--- src/rtl/ssl_pkg.sv ---
// ssl_pkg: shared states, channel codes and frame defaults for the localization pipeline
package ssl_pkg;
  localparam int SSL_NDATA = 128;
  localparam int SSL_MAXLAG = 16;
  typedef enum logic [2:0] {IDLE, SYNC, FILL, SWEEP, DONE} state_t;
  localparam logic [1:0] CH_A = 2'd0;
  localparam logic [1:0] CH_B = 2'd1;
  localparam logic [1:0] CH_C = 2'd2;
endpackage

--- src/rtl/ssl_xcorr_ctrl_if.sv ---
// ssl_xcorr_ctrl_if: correlator request/score bus and peak-lag result handshake
interface ssl_xcorr_ctrl_if #(parameter int LAG_W = 6, parameter int SCORE_W = 8);
  logic corr_req;
  logic [1:0] corr_ch;
  logic signed [LAG_W-1:0] corr_lag;
  logic corr_ack;
  logic [SCORE_W-1:0] corr_score;
  logic signed [LAG_W-1:0] lag_a, lag_b, lag_c;
  logic res_valid;
  logic res_ready;
  modport master(output corr_req, corr_ch, corr_lag, lag_a, lag_b, lag_c, res_valid,
                 input corr_ack, corr_score, res_ready);
  modport slave(input corr_req, corr_ch, corr_lag, lag_a, lag_b, lag_c, res_valid,
                output corr_ack, corr_score, res_ready);
endinterface

--- src/rtl/ssl_peak_tracker.sv ---
// ssl_peak_tracker: running max of scores; first update after clr loads, ties keep the earlier lag
module ssl_peak_tracker #(
  parameter int LAG_W = 6,
  parameter int SCORE_W = 8
) (
  input  logic clk,
  input  logic rst,
  input  logic ena,
  input  logic clr,
  input  logic upd,
  input  logic [SCORE_W-1:0] score,
  input  logic signed [LAG_W-1:0] lag,
  output logic signed [LAG_W-1:0] peak_lag
);
  logic empty, load;
  logic [SCORE_W-1:0] best_score;
  logic signed [LAG_W-1:0] best_lag;
  assign load = upd && (empty || score > best_score);
  // bypass so the final lag of a channel is visible in the same cycle it arrives
  assign peak_lag = load ? lag : best_lag;
  always_ff @(posedge clk or negedge rst)
    if (!rst) begin
      empty <= 1'b1;
      best_score <= '0;
      best_lag <= '0;
    end else if (ena) begin
      empty <= clr | (empty & ~load);
      if (load) begin
        best_score <= score;
        best_lag <= lag;
      end
    end
endmodule

--- src/rtl/ssl_xcorr_ctrl.sv ---
// ssl_xcorr_ctrl: frames a fresh buffer, sweeps all lags of three pairs through one
// correlator and reports the per-channel peak lag over a valid/ready handshake
module ssl_xcorr_ctrl
  import ssl_pkg::*;
#(
  parameter int NDATA = SSL_NDATA,
  parameter int MAXLAG = SSL_MAXLAG,
  localparam int NDATA_LOG = $clog2(NDATA),
  localparam int LAG_W = $clog2(MAXLAG) + 2,
  localparam int SCORE_W = NDATA_LOG + 1
) (
  input  logic clk,
  input  logic rst,
  input  logic ena,
  input  logic [NDATA_LOG-1:0] cntin,
  input  logic start,
  input  logic cont,
  output logic freeze,
  output logic busy,
  ssl_xcorr_ctrl_if.master bus
);
  localparam logic signed [LAG_W-1:0] LAG_MIN = LAG_W'(-MAXLAG);
  localparam logic signed [LAG_W-1:0] LAG_MAX = LAG_W'(MAXLAG);
  state_t state;
  logic xfer, last_lag;
  logic signed [LAG_W-1:0] peak_lag;
  assign xfer = ena && bus.corr_req && bus.corr_ack;
  assign last_lag = bus.corr_lag == LAG_MAX;
  ssl_peak_tracker #(.LAG_W(LAG_W), .SCORE_W(SCORE_W)) u_peak (
    .clk, .rst, .ena,
    .clr(xfer && last_lag),
    .upd(xfer),
    .score(bus.corr_score),
    .lag(bus.corr_lag),
    .peak_lag
  );
  always_ff @(posedge clk or negedge rst)
    if (!rst) begin
      state <= IDLE;
      freeze <= 1'b0;
      busy <= 1'b0;
      bus.corr_req <= 1'b0;
      bus.corr_ch <= CH_A;
      bus.corr_lag <= '0;
      bus.lag_a <= '0;
      bus.lag_b <= '0;
      bus.lag_c <= '0;
      bus.res_valid <= 1'b0;
    end else if (ena) begin
      case (state)
        IDLE: if (start) begin
          state <= SYNC;
          busy <= 1'b1;
        end
        SYNC: if (cntin == '0) state <= FILL;
        // the frame is complete once the last sample index has been written
        FILL: if (cntin == NDATA_LOG'(NDATA - 1)) begin
          state <= SWEEP;
          freeze <= 1'b1;
          bus.corr_req <= 1'b1;
          bus.corr_ch <= CH_A;
          bus.corr_lag <= LAG_MIN;
        end
        SWEEP: if (xfer) begin
          if (last_lag) begin
            if (bus.corr_ch == CH_A) bus.lag_a <= peak_lag;
            if (bus.corr_ch == CH_B) bus.lag_b <= peak_lag;
            if (bus.corr_ch == CH_C) bus.lag_c <= peak_lag;
            if (bus.corr_ch == CH_C) begin
              bus.corr_req <= 1'b0;
              bus.res_valid <= 1'b1;
              state <= DONE;
            end else begin
              bus.corr_ch <= bus.corr_ch + 2'd1;
              bus.corr_lag <= LAG_MIN;
            end
          end else begin
            bus.corr_lag <= bus.corr_lag + LAG_W'(1);
          end
        end
        DONE: if (bus.res_valid && bus.res_ready) begin
          bus.res_valid <= 1'b0;
          freeze <= 1'b0;
          state <= cont ? SYNC : IDLE;
          busy <= cont;
        end
        default: state <= IDLE;
      endcase
    end
endmodule

--- src/flat_wrapper.sv ---
// flat-port wrapper written by rule: the top's interface ports become plain ports
module ssl_xcorr_ctrl_flat import ssl_pkg::*;
#(
  parameter int NDATA = SSL_NDATA,
  parameter int MAXLAG = SSL_MAXLAG,
  localparam int NDATA_LOG = $clog2(NDATA),
  localparam int LAG_W = $clog2(MAXLAG) + 2,
  localparam int SCORE_W = NDATA_LOG + 1
)
  (clk, rst, ena, cntin, start, cont, freeze, busy, bus_corr_req, bus_corr_ch, bus_corr_lag, bus_lag_a, bus_lag_b, bus_lag_c, bus_res_valid, bus_corr_ack, bus_corr_score, bus_res_ready);
  ssl_xcorr_ctrl_if #(.LAG_W(6), .SCORE_W(8)) bus_i ();
  input  logic clk;
  input  logic rst;
  input  logic ena;
  input  logic [NDATA_LOG-1:0] cntin;
  input  logic start;
  input  logic cont;
  output logic freeze;
  output logic busy;
  output wire logic [$bits(bus_i.corr_req)-1:0] bus_corr_req;
  output wire logic [$bits(bus_i.corr_ch)-1:0] bus_corr_ch;
  output wire logic [$bits(bus_i.corr_lag)-1:0] bus_corr_lag;
  output wire logic [$bits(bus_i.lag_a)-1:0] bus_lag_a;
  output wire logic [$bits(bus_i.lag_b)-1:0] bus_lag_b;
  output wire logic [$bits(bus_i.lag_c)-1:0] bus_lag_c;
  output wire logic [$bits(bus_i.res_valid)-1:0] bus_res_valid;
  input wire logic [$bits(bus_i.corr_ack)-1:0] bus_corr_ack;
  input wire logic [$bits(bus_i.corr_score)-1:0] bus_corr_score;
  input wire logic [$bits(bus_i.res_ready)-1:0] bus_res_ready;
  assign bus_corr_req = bus_i.corr_req;
  assign bus_corr_ch = bus_i.corr_ch;
  assign bus_corr_lag = bus_i.corr_lag;
  assign bus_lag_a = bus_i.lag_a;
  assign bus_lag_b = bus_i.lag_b;
  assign bus_lag_c = bus_i.lag_c;
  assign bus_res_valid = bus_i.res_valid;
  assign bus_i.corr_ack = bus_corr_ack;
  assign bus_i.corr_score = bus_corr_score;
  assign bus_i.res_ready = bus_res_ready;
  ssl_xcorr_ctrl #(.NDATA(NDATA), .MAXLAG(MAXLAG)) u_core (.clk(clk), .rst(rst), .ena(ena), .cntin(cntin), .start(start), .cont(cont), .freeze(freeze), .busy(busy), .bus(bus_i));
endmodule
--- config.mk ---
export PLATFORM = sky130hd
export DESIGN_NAME = ssl_xcorr_ctrl_flat
export DESIGN_NICKNAME = d
export VERILOG_FILES = /design/src/rtl/ssl_pkg.sv /design/src/rtl/ssl_xcorr_ctrl_if.sv /design/src/rtl/ssl_peak_tracker.sv /design/src/rtl/ssl_xcorr_ctrl.sv /design/src/flat_wrapper.sv
export SDC_FILE = /design/constraint.sdc
export NUM_CORES = 1
export LEC_CHECK = 0
export ABC_AREA = 1
export CAP_MARGIN = 5
export CORE_UTILIZATION = 45
export CTS_BUF_LIST = sky130_fd_sc_hd__clkbuf_16
export DETAILED_ROUTE_END_ITERATION = 8
export PLACE_DENSITY_LB_ADDON = 0.08
export SETUP_SLACK_MARGIN = 0.02
export SLEW_MARGIN = 40
export SYNTH_ARGS = -nofsm -noshare
export SYNTH_HDL_FRONTEND = slang
export SYNTH_HIERARCHICAL = 1
export SYNTH_SLANG_ARGS = --single-unit
--- constraint.sdc ---
create_clock -name clk -period 2.09 [get_ports clk]
set_input_delay 0.3135 -clock clk [delete_from_list [all_inputs] [get_ports clk]]
set_output_delay 0.3135 -clock clk [all_outputs]
set_load 0.01 [all_outputs]
# Yosys cells after proc, flatten, opt, wreduce, memory -nomap -nowiden
# Cells that the tools add are included.
[word_totals] regBits=48 input_bits=22 out_inout_bits=30 word_cells=94
[op_classes] addsub=2 order_cmp=1 n_eq_ne=17 mux=34 bitwise=3 n_reduce_logical=24
[op_table] operator="$mux 6" n=5
[op_table] operator="$mux 3" n=7
[op_table] operator="$reduce_and 5->1" n=4
[op_table] operator="$reduce_and 6->1" n=3
[op_table] operator="$pmux 3 s5" n=1
[op_table] operator="$pmux 6 s2" n=1
[op_table] operator="$mux 1" n=11
[op_table] operator="$ne 2x1->1 const B" n=5
[op_table] operator="$gt 8x8->1" n=1
[op_table] operator="$mux 2" n=4
[op_table] operator="$pmux 1 s2" n=4
[op_table] operator="$reduce_and 4->1" n=2
[op_table] operator="$reduce_and 8->1" n=1
[op_table] operator="$reduce_bool 2->1" n=4
[op_table] operator="$eq 7x7->1 const B" n=1
[op_table] operator="$logic_not 7->1" n=1
[op_table] operator="$add 6x2->6 const B" n=1
[op_table] operator="$eq 3x2->1 const B" n=2
[op_table] operator="$eq 6x6->1 const B" n=1
[op_table] operator="$ne 2x2->1 const B" n=3
[op_table] operator="$logic_and 1x1->1" n=5
[op_table] operator="$pmux 2 s2" n=1
[op_table] operator="$eq 3x1->1 const B" n=1
[op_table] operator="$eq 3x3->1 const B" n=1
[op_table] operator="11 further kinds" n=11

# Depth between registers and ports, before layout
# Gate-level depths: netlist (run 1).
[depth] depth_word=6 ltp_mapped=16 mapped_depth_nobuf=16

# By module
# The synthesis (run 1) kept the hierarchy.
[modules_own_cells] module="ssl_xcorr_ctrl" instances=1 cells_per_inst=228 area_each_um2=1823.0 seq_area_each_um2=825.8
[modules_own_cells] module="ssl_peak_tracker" instances=1 cells_per_inst=124 area_each_um2=962.2 seq_area_each_um2=376.6

# Worst setup path before layout (run 1)
# OpenSTA, ideal clock, no wires.
[synth_timing] kind="flip-flop to flip-flop" from="register u_core.u_peak.best_score[7]" to="register u_core.bus.lag_a[4]" setup_ps=122 arrival_time_ps=1496 required_ps=1968 slack_ps=472 path_stages_with_launch=13 n_path_buf=1 synth_period_minus_slack_ps=1618 path_cell_list="dfrtp_1 > inv_1 > ha_1 > a21o_1 > nor2_1 > nand2_1 > nand2_2 > nand2_4 > buf_4 > nand3_1 > nand2_1 > inv_1 > o21ai_1"
[synth_via] elab_chain_len=4
[synth_rtl] element="start, declared" line_no="ssl_peak_tracker.sv:16" text="logic [SCORE_W-1:0] best_score;"
[synth_rtl] element="start signal, assigned" line_no="ssl_peak_tracker.sv:29" text="best_score <= score;"
[synth_rtl] element="$gt 8x8->1" line_no="ssl_peak_tracker.sv:18" text="assign load = upd && (empty || score > best_score);"
[synth_rtl] element="$logic_or 1x1->1" line_no="ssl_peak_tracker.sv:18"
[synth_rtl] element="$logic_and 1x1->1" line_no="ssl_peak_tracker.sv:18"
[synth_rtl] element="$mux 6"
[synth_rtl] element="named net u_core.peak_lag[4]" line_no="ssl_xcorr_ctrl.sv:26" text="logic signed [LAG_W-1:0] peak_lag;"
[synth_rtl] element="end signal, assigned" line_no="ssl_xcorr_ctrl.sv:66" text="if (bus.corr_ch == CH_A) bus.lag_a <= peak_lag;"
[synth_rtl] element="end, declared" line_no="ssl_xcorr_ctrl_if.sv:11" text="modport master(output corr_req, corr_ch, corr_lag, lag_a, lag_b, lag_c, res_valid,"
# The timed path passes the listed nets, and every way through them passes these cells.
# A chain may end at the register's enable or synchronous reset.

# Worst setup path in the final report (run 1)
[layout_timing] from="input port bus_corr_score[5]" to="register u_core.u_peak.best_lag[5]"
[layout_via] elab_chain_len=4
[layout_rtl] element="start, declared" line_no="flat_wrapper.sv:28" text="input wire logic [$bits(bus_i.corr_score)-1:0] bus_corr_score;"
[layout_rtl] element="$gt 8x8->1" line_no="ssl_peak_tracker.sv:18"
[layout_rtl] element="$logic_or 1x1->1" line_no="ssl_peak_tracker.sv:18"
[layout_rtl] element="$logic_and 1x1->1" line_no="ssl_peak_tracker.sv:18"
[layout_rtl] element="$mux 6"
[layout_rtl] element="end signal, assigned" line_no="ssl_peak_tracker.sv:30" text="best_lag <= lag;"
[layout_rtl] element="end, declared" line_no="ssl_peak_tracker.sv:17" text="logic signed [LAG_W-1:0] best_lag;"
# No other way between the ends.

==> results of run 1 <==
## cells in the final DEF (no fill, tap or decap), types with 4 or more instances in the layout
cell type / netlist / routed
sky130_fd_sc_hd__nand2_1: 120 / 119
sky130_fd_sc_hd__clkdlybuf4s50_1: 0 / 50
sky130_fd_sc_hd__dfrtp_1: 47 / 47
sky130_fd_sc_hd__inv_1: 37 / 37
sky130_fd_sc_hd__nand3_1: 28 / 28
sky130_fd_sc_hd__nor2_1: 21 / 21
sky130_fd_sc_hd__nand2_2: 13 / 14
sky130_fd_sc_hd__ha_1: 13 / 13
sky130_fd_sc_hd__o21ai_1: 12 / 12
sky130_fd_sc_hd__o21ai_2: 10 / 10
sky130_fd_sc_hd__buf_4: 2 / 9
sky130_fd_sc_hd__nand4_1: 6 / 6
sky130_fd_sc_hd__clkbuf_16: 0 / 5
sky130_fd_sc_hd__a21oi_1: 5 / 5
sky130_fd_sc_hd__nand3_2: 4 / 4
sky130_fd_sc_hd__o21ai_0: 4 / 4
## final cells by class
cell class                 count  share of cell area, %
multi-input combinational    253                   37.6
inverter                      40                   4.23
timing repair buffer          61                   16.7
clock buffer                   5                   3.53
sequential                    48                   33.9
tap                           75                   2.65
clock inverter                 3                   1.31
## metrics by stage
step	TNS [ps]	power (µW)
2_1_floorplan	0	2400
3_3_place_gp	-2490	2920
3_5_place_dp	-2400	2940
4_1_cts	0	3890
5_1_grt	0	4170
6_report	0	3850
## state kept, by name (all words and copies together), names as in the netlist
signal / cells
u_core/bus.lag_c: 6
u_core/u_peak/best_score: 8
u_core/u_peak/empty: 1
u_core/bus.lag_b: 6
u_core/state: 3
u_core/bus.corr_lag: 6
u_core/u_peak/best_lag: 6
u_core/bus.corr_ch: 2
u_core/bus.lag_a: 6
u_core/bus.res_valid: 1
u_core/freeze: 1
u_core/bus.corr_req: 1
u_core/busy: 1
## what timing repair did
action                     CTS  global route
hold buffers                 0             0
setup endpoints to repair    0             9
gates resized for setup      0             1
buffers inserted             0             0
## cells by family after synthesis
kind of cell | after synthesis | synth area share (%)
and+or+nand+nor | 206 | 34.2
buffers and inverters | 51 | 8.98
DFF | 48 | 43.2
AOI/OAI and AO/OA | 33 | 7.46
adders and majority gates | 13 | 5.84
xor gates and xnor gates | 1 | 0.315
## report_power, final
| part | switching (µW) | total, µW | internal (µW) | leakage (µW) |
|---|---|---|---|---|
| registers | 192 | 1340 | 1150 | 0.000633 |
| clock network | 359 | 927 | 569 | 0.0000804 |
| logic | 902 | 1580 | 680 | 0.00101 |
## per-layer routing
layer  GRT usage [%]  share of wire (%)  wire length (µm)
met2            35.3                 49              2820
met5               0                  0                 0
met3            3.75                3.7               211
met4            7.32                1.5                83
met1            23.4                 46              2600
## final timing paths
| check | start | endpoint | slack, ps | cells past startpoint |
|---|---|---|---|---|
| hold / removal | rst | u_core/u_peak/best_score[0]$_DFFE_PN0P_ | -1 | 1 |
| setup / recovery | bus_corr_score[5] | u_core/u_peak/best_lag[5]$_DFFE_PN0P_ | 220 | 12 |
| setup reg to reg | u_core/u_peak/best_score[5]$_DFFE_PN0P_ | u_core/u_peak/best_lag[5]$_DFFE_PN0P_ | 290 | 12 |
| max in group asynchronous | rst | u_core/u_peak/empty$_DFFE_PN1P_ | 1500 | 2 |
| min in group clk | u_core/u_peak/best_lag[1]$_DFFE_PN0P_ | u_core/u_peak/best_lag[1]$_DFFE_PN0P_ | 480 | 2 |
| hold reg to reg | u_core/u_peak/best_lag[1]$_DFFE_PN0P_ | u_core/u_peak/best_lag[1]$_DFFE_PN0P_ | 480 | 2 |
==> results.yml, run 1 <==
outcome:
  status: "finished, violations left"
  failed_checks: "negative hold slack"
detailed_routing:
  drcViolationCount: 0
  detailedRoute.firstIterationViolations: 50
  detailroute.via_count: 2400
  ant_nets: 0
  routedWlPerCell_um: 11.8
  drt_first_pass_iters: 4
  post_drt_via_cell_ratio: 4.95
  totalWireLength_mm: 5.72
synthesis:
  syn-num-nets: 387
  synth_top_cell_by_area: "sky130_fd_sc_hd__dfrtp_1"
  yosys.cell_types.count: 29
  synth_warnings: 6
  most_common_cell_in_the_netlist: "sky130_fd_sc_hd__nand2_1"
  synth-edff-count: 0
  synth.avg_cell_area_um2: 7.91
  post_synth_instance_area_um2: 2790
  synth_largest_type_area_fraction_pct: 42.2
  synth_commonest_cells: "sky130_fd_sc_hd__nand2_1, sky130_fd_sc_hd__dfrtp_1, sky130_fd_sc_hd__inv_1"
  ys.flop_type: "sky130_fd_sc_hd__dfrtp_1"
  syn-instance-count: 352
  postSynthRegisterBits: 48
  asyncSetResetFlopFracSynth_pct: 100
  ys_top_cells_by_area: "sky130_fd_sc_hd__dfrtp_1, sky130_fd_sc_hd__nand2_1, sky130_fd_sc_hd__ha_1"
  seq_area_frac_synth_pct: 43.2
setup_path:
  critical_path_required_ps: 2320
  crit_type: "input pin to flip-flop"
  startpoint_type: "input pin"
  worst-path-buf-inv: 2
  critical_path.cell_chain: "clkdlybuf4s50_1 -> ha_1 -> a21oi_1 -> nor2_1 -> nor2_1 -> nand2_1 -> nand2_2 -> nand2_4 -> buf_4 -> nand2_4 -> nand2_1 -> nand2_1"
  endpoint_kind: "flip-flop"
  worst_path_largest_cell_delay_ps: 430
  critical_path_peak_fanout: 14
  critical_path_arrival_ps: 2110
  crit_path_top_delay_cell: "sky130_fd_sc_hd__clkdlybuf4s50_1"
  critical-path-top-delay-family: "simple AND/OR/NAND/NOR gates"
  crit_top_cell: "sky130_fd_sc_hd__nand2_1"
placement:
  io_buffer_count: 51
  detailedPlace.worstSlack_ps: -135
  routabilityCongestion: 0.839
  placed_cells_incl_taps: 477
  placedInstanceArea_um2: 3370
  detailedPlacementHpwl_mm: 4.31
grt:
  first_global_vias: 2369
  groute.usage.overall_pct: 19.8
  pin_count_of_the_biggest_net_entering_global_routing: 28
  grt_pass1_wl_mm: 9.95
  global_route.overflow_total: 0
  grt_antenna_before_repair: 0
run:
  maxCapViolCount: 0
clock_network:
  ctsLongestPathBuffers: 2
  cts.sink_count: 48
  cts_htree_levels: 2
  clk_latency_ps: 290
  cts_tree: "done"
  clkSlewWorstSetupHoldPaths_ps: 70
  cts_root_buffer: "sky130_fd_sc_hd__clkbuf_16"
  cts_made_buffers: 5
floorplan:
  num_io_pins: 52
  initial_core_util_pct: 46.8
  rows: 28
  dieHeight_um: 80.7
  placeableCoreArea_um2: 5960
  die-area_um2: 6510
  dieWidth_um: 80.7
sta:
  hold_violation_total_from_the_final_report: 2
  hold_ws_ps: -1.25
  worst_clock_skew_ps: 4.91
  finalCritPeriodShare_pct: 89.6
  final_max_slew_viol_count: 0
  timing.final.ws_setup_ps: 217
  max_freq_ghz: 0.534
  setup_viol_count_final: 0
  finalWorstPathRequiredPeriod_ps: 1870
  worst-slew-pin-transition_ps: 539
  rsz_0062_raised_after_global_routing: "false"
  maxSlewHeadroom_pct: 64.1
final_layout:
  layout.core_utilization_pct: 59.5
  num-nets-final: 444
  final_cells: 485
  antenna_cells: 0
  multi_input_area_um2: 1340
  area_growth_pct: 27.3
  final_area_um2: 3550
  layout_cells_sized_above_1_pct: 15.1
  ff_latch_area_um2: 1200
  fillCellCount: 561
power_and_ir_drop:
  power.static_leakage_uw: 0.00172
  p_per_area_nw_per_um2: 1090
  vdd.ir_drop.worst_v: 0.000536
hold_path:
  holdCritPathClass: "input pin to async pin"
(Power assumes the default switching activity.)
==> run 2: changes to the inputs <==
- CORE_ASPECT_RATIO: not set -> 0.7
==> run 2 against run 1 <==
- the flow now finishes without violations
- critical path type unchanged
- clock-buffer cell count unchanged
- largest cell class unchanged
- via count grew 0.42%
- global-route usage up 1.6 points
- clock skew about the same
- worst hold slack better by 12 ps
==> results.yml, run 2 (same netlist as run 1, synthesis figures left out) <==
sta:
  maxSlewHeadroom_pct: 62.2
  hold_violation_total_from_the_final_report: 0
  setup_viol_count_final: 0
  finalWorstPathRequiredPeriod_ps: 1920
  finalCritPeriodShare_pct: 91.8
  worst_clock_skew_ps: 5.36
  max_freq_ghz: 0.521
  final_max_slew_viol_count: 0
  rsz_0062_raised_after_global_routing: "false"
  hold_ws_ps: 11.2
  worst-slew-pin-transition_ps: 566
clock_network:
  post_cts_hold_buffer_count: 0
  cts_made_buffers: 5
  cts_resized: 0
  cts_htree_levels: 2
  cts.sink_count: 48
  cts_tree: "done"
  clkSlewWorstSetupHoldPaths_ps: 70
  ctsLongestPathBuffers: 2
  cts_root_buffer: "sky130_fd_sc_hd__clkbuf_16"
  cts_post_setup_buffers_inserted: 0
  clk_latency_ps: 290
final_layout:
  layout_cells_sized_above_1_pct: 14.7
  num-nets-final: 443
  multi_input_area_um2: 1330
  ff_latch_area_um2: 1200
  fillCellCount: 538
  max_flop_register: "u_core/u_peak/best_score"
  antenna_cells: 0
  area_growth_pct: 26.1
  largest_reg_flops: 8
  mostFrequentLayoutCells: "sky130_fd_sc_hd__nand2_1, sky130_fd_sc_hd__clkdlybuf4s50_1, sky130_fd_sc_hd__dfrtp_1, sky130_fd_sc_hd__inv_1, sky130_fd_sc_hd__nand3_1"
  mostFrequentLayoutCell: "sky130_fd_sc_hd__nand2_1"
  final_area_um2: 3510
detailed_routing:
  drcViolationCount: 0
  totalWireLength_mm: 6.36
  detailedRoute.firstIterationViolations: 150
  drt_first_pass_iters: 4
  ant_nets: 0
  detailroute.via_count: 2410
  post_drt_via_cell_ratio: 4.98
  routedWlPerCell_um: 13.1
setup_path:
  crit_type: "input pin to flip-flop"
  endpoint_kind: "flip-flop"
  critical_path_required_ps: 2260
  critical_path_arrival_ps: 2090
  startpoint_type: "input pin"
  critical_path_peak_fanout: 12
  r2r_cells: 15
floorplan:
  placeableCoreArea_um2: 5840
  num_io_pins: 52
  dieWidth_um: 96.0
  rows: 23
  die-area_um2: 6510
  initial_core_util_pct: 47.7
  dieHeight_um: 67.8
grt:
  pin_count_of_the_biggest_net_entering_global_routing: 27
  global_route.overflow_total: 0
  grt_antenna_before_repair: 0
  grt_pass1_wl_mm: 10.4
  groute.usage.overall_pct: 21.4
  first_global_vias: 2149
placement:
  placedInstanceArea_um2: 3360
  routabilityCongestion: 0.779
  detailedPlacementHpwl_mm: 4.78
  io_buffer_count: 51
hold_path:
  holdCritPathClass: "input pin to async pin"
outcome:
  status: "finished clean"
power_and_ir_drop:
  vdd.ir_drop.worst_v: 0.000446
  power.static_leakage_uw: 0.00171
  p_per_area_nw_per_um2: 1070
run:
  maxCapViolCount: 0
-- run 2: changes by cell type in the layout (fill, tap and decap cells not counted), sizes merged --
| cell | previous run | this run |
|---|---|---|
| buf | 11 | 10 |
| bufinv | 1 | 0 |
| clkinv | 0 | 1 |
| clkinvlp | 1 | 2 |
| inv | 41 | 40 |
-- run 2: area by class of cell --
cell class | count | share of cell area, %
multi-input combinational | 253 | 37.9
sequential | 48 | 34.2
timing repair buffer | 60 | 16.7
inverter | 40 | 4.27
clock buffer | 5 | 3.56
tap | 75 | 2.67
clock inverter | 3 | 0.677
-- run 2: worst paths after layout --
kind | endpoint | start | slack (ps)
setup / recovery | u_core/bus.lag_a[1]$_DFFE_PN0P_ | bus_corr_score[7] | 170
hold / removal | u_core/bus.corr_lag[0]$_DFFE_PN0P_ | rst | 10
setup reg to reg | u_core/bus.lag_a[1]$_DFFE_PN0P_ | u_core/u_peak/best_score[3]$_DFFE_PN0P_ | 230
hold reg to reg | u_core/u_peak/best_score[7]$_DFFE_PN0P_ | u_core/u_peak/best_score[7]$_DFFE_PN0P_ | 480
max in group asynchronous | u_core/u_peak/empty$_DFFE_PN1P_ | rst | 1470
min in group clk | u_core/u_peak/best_score[7]$_DFFE_PN0P_ | u_core/u_peak/best_score[7]$_DFFE_PN0P_ | 480
-- run 2: routing by layer --
metal,GRT usage (%),routed length [µm],vias up
li1,-,-,1216
met1,33.9,3450,1132
met2,28.0,2480,55
met3,4.89,363,7
met4,6.72,72,0
met5,0,0,-
-- run 2: where the power goes --
| part | internal [µW] | leakage (µW) | switching [µW] |
|---|---|---|---|
| combinational | 654 | 0.00101 | 924 |
| clock | 445 | 0.0000660 | 363 |
| sequential | 1150 | 0.000633 | 217 |
-- run 2: worst max-delay path, stage by stage --
cell and delay [ps]:
sky130_fd_sc_hd__clkdlybuf4s50_1 430, sky130_fd_sc_hd__ha_1 300, sky130_fd_sc_hd__nand2_1 80, sky130_fd_sc_hd__nor2_2 130, sky130_fd_sc_hd__nand2_1 60, sky130_fd_sc_hd__nand2_1 60
sky130_fd_sc_hd__nand2_2 60, sky130_fd_sc_hd__nand2_4 120, sky130_fd_sc_hd__nand2_1 150, sky130_fd_sc_hd__nand2_1 90, sky130_fd_sc_hd__nand2_1 50, sky130_fd_sc_hd__inv_1 140
sky130_fd_sc_hd__o21ai_1 100
-- run 2: per-stage QoR --
step           TNS [ps]  utilization (%)  cells  power [µW]  setup slack (ps)
2_1_floorplan         0                -    352        2400               472
3_3_place_gp      -1770             57.6    476        2920             -95.2
3_5_place_dp      -2170             57.6    476        2960              -109
4_1_cts               0             60.1    484        3780               190
5_1_grt               0             60.1    484        4050              24.1
6_report              0             60.1    484        3760               172
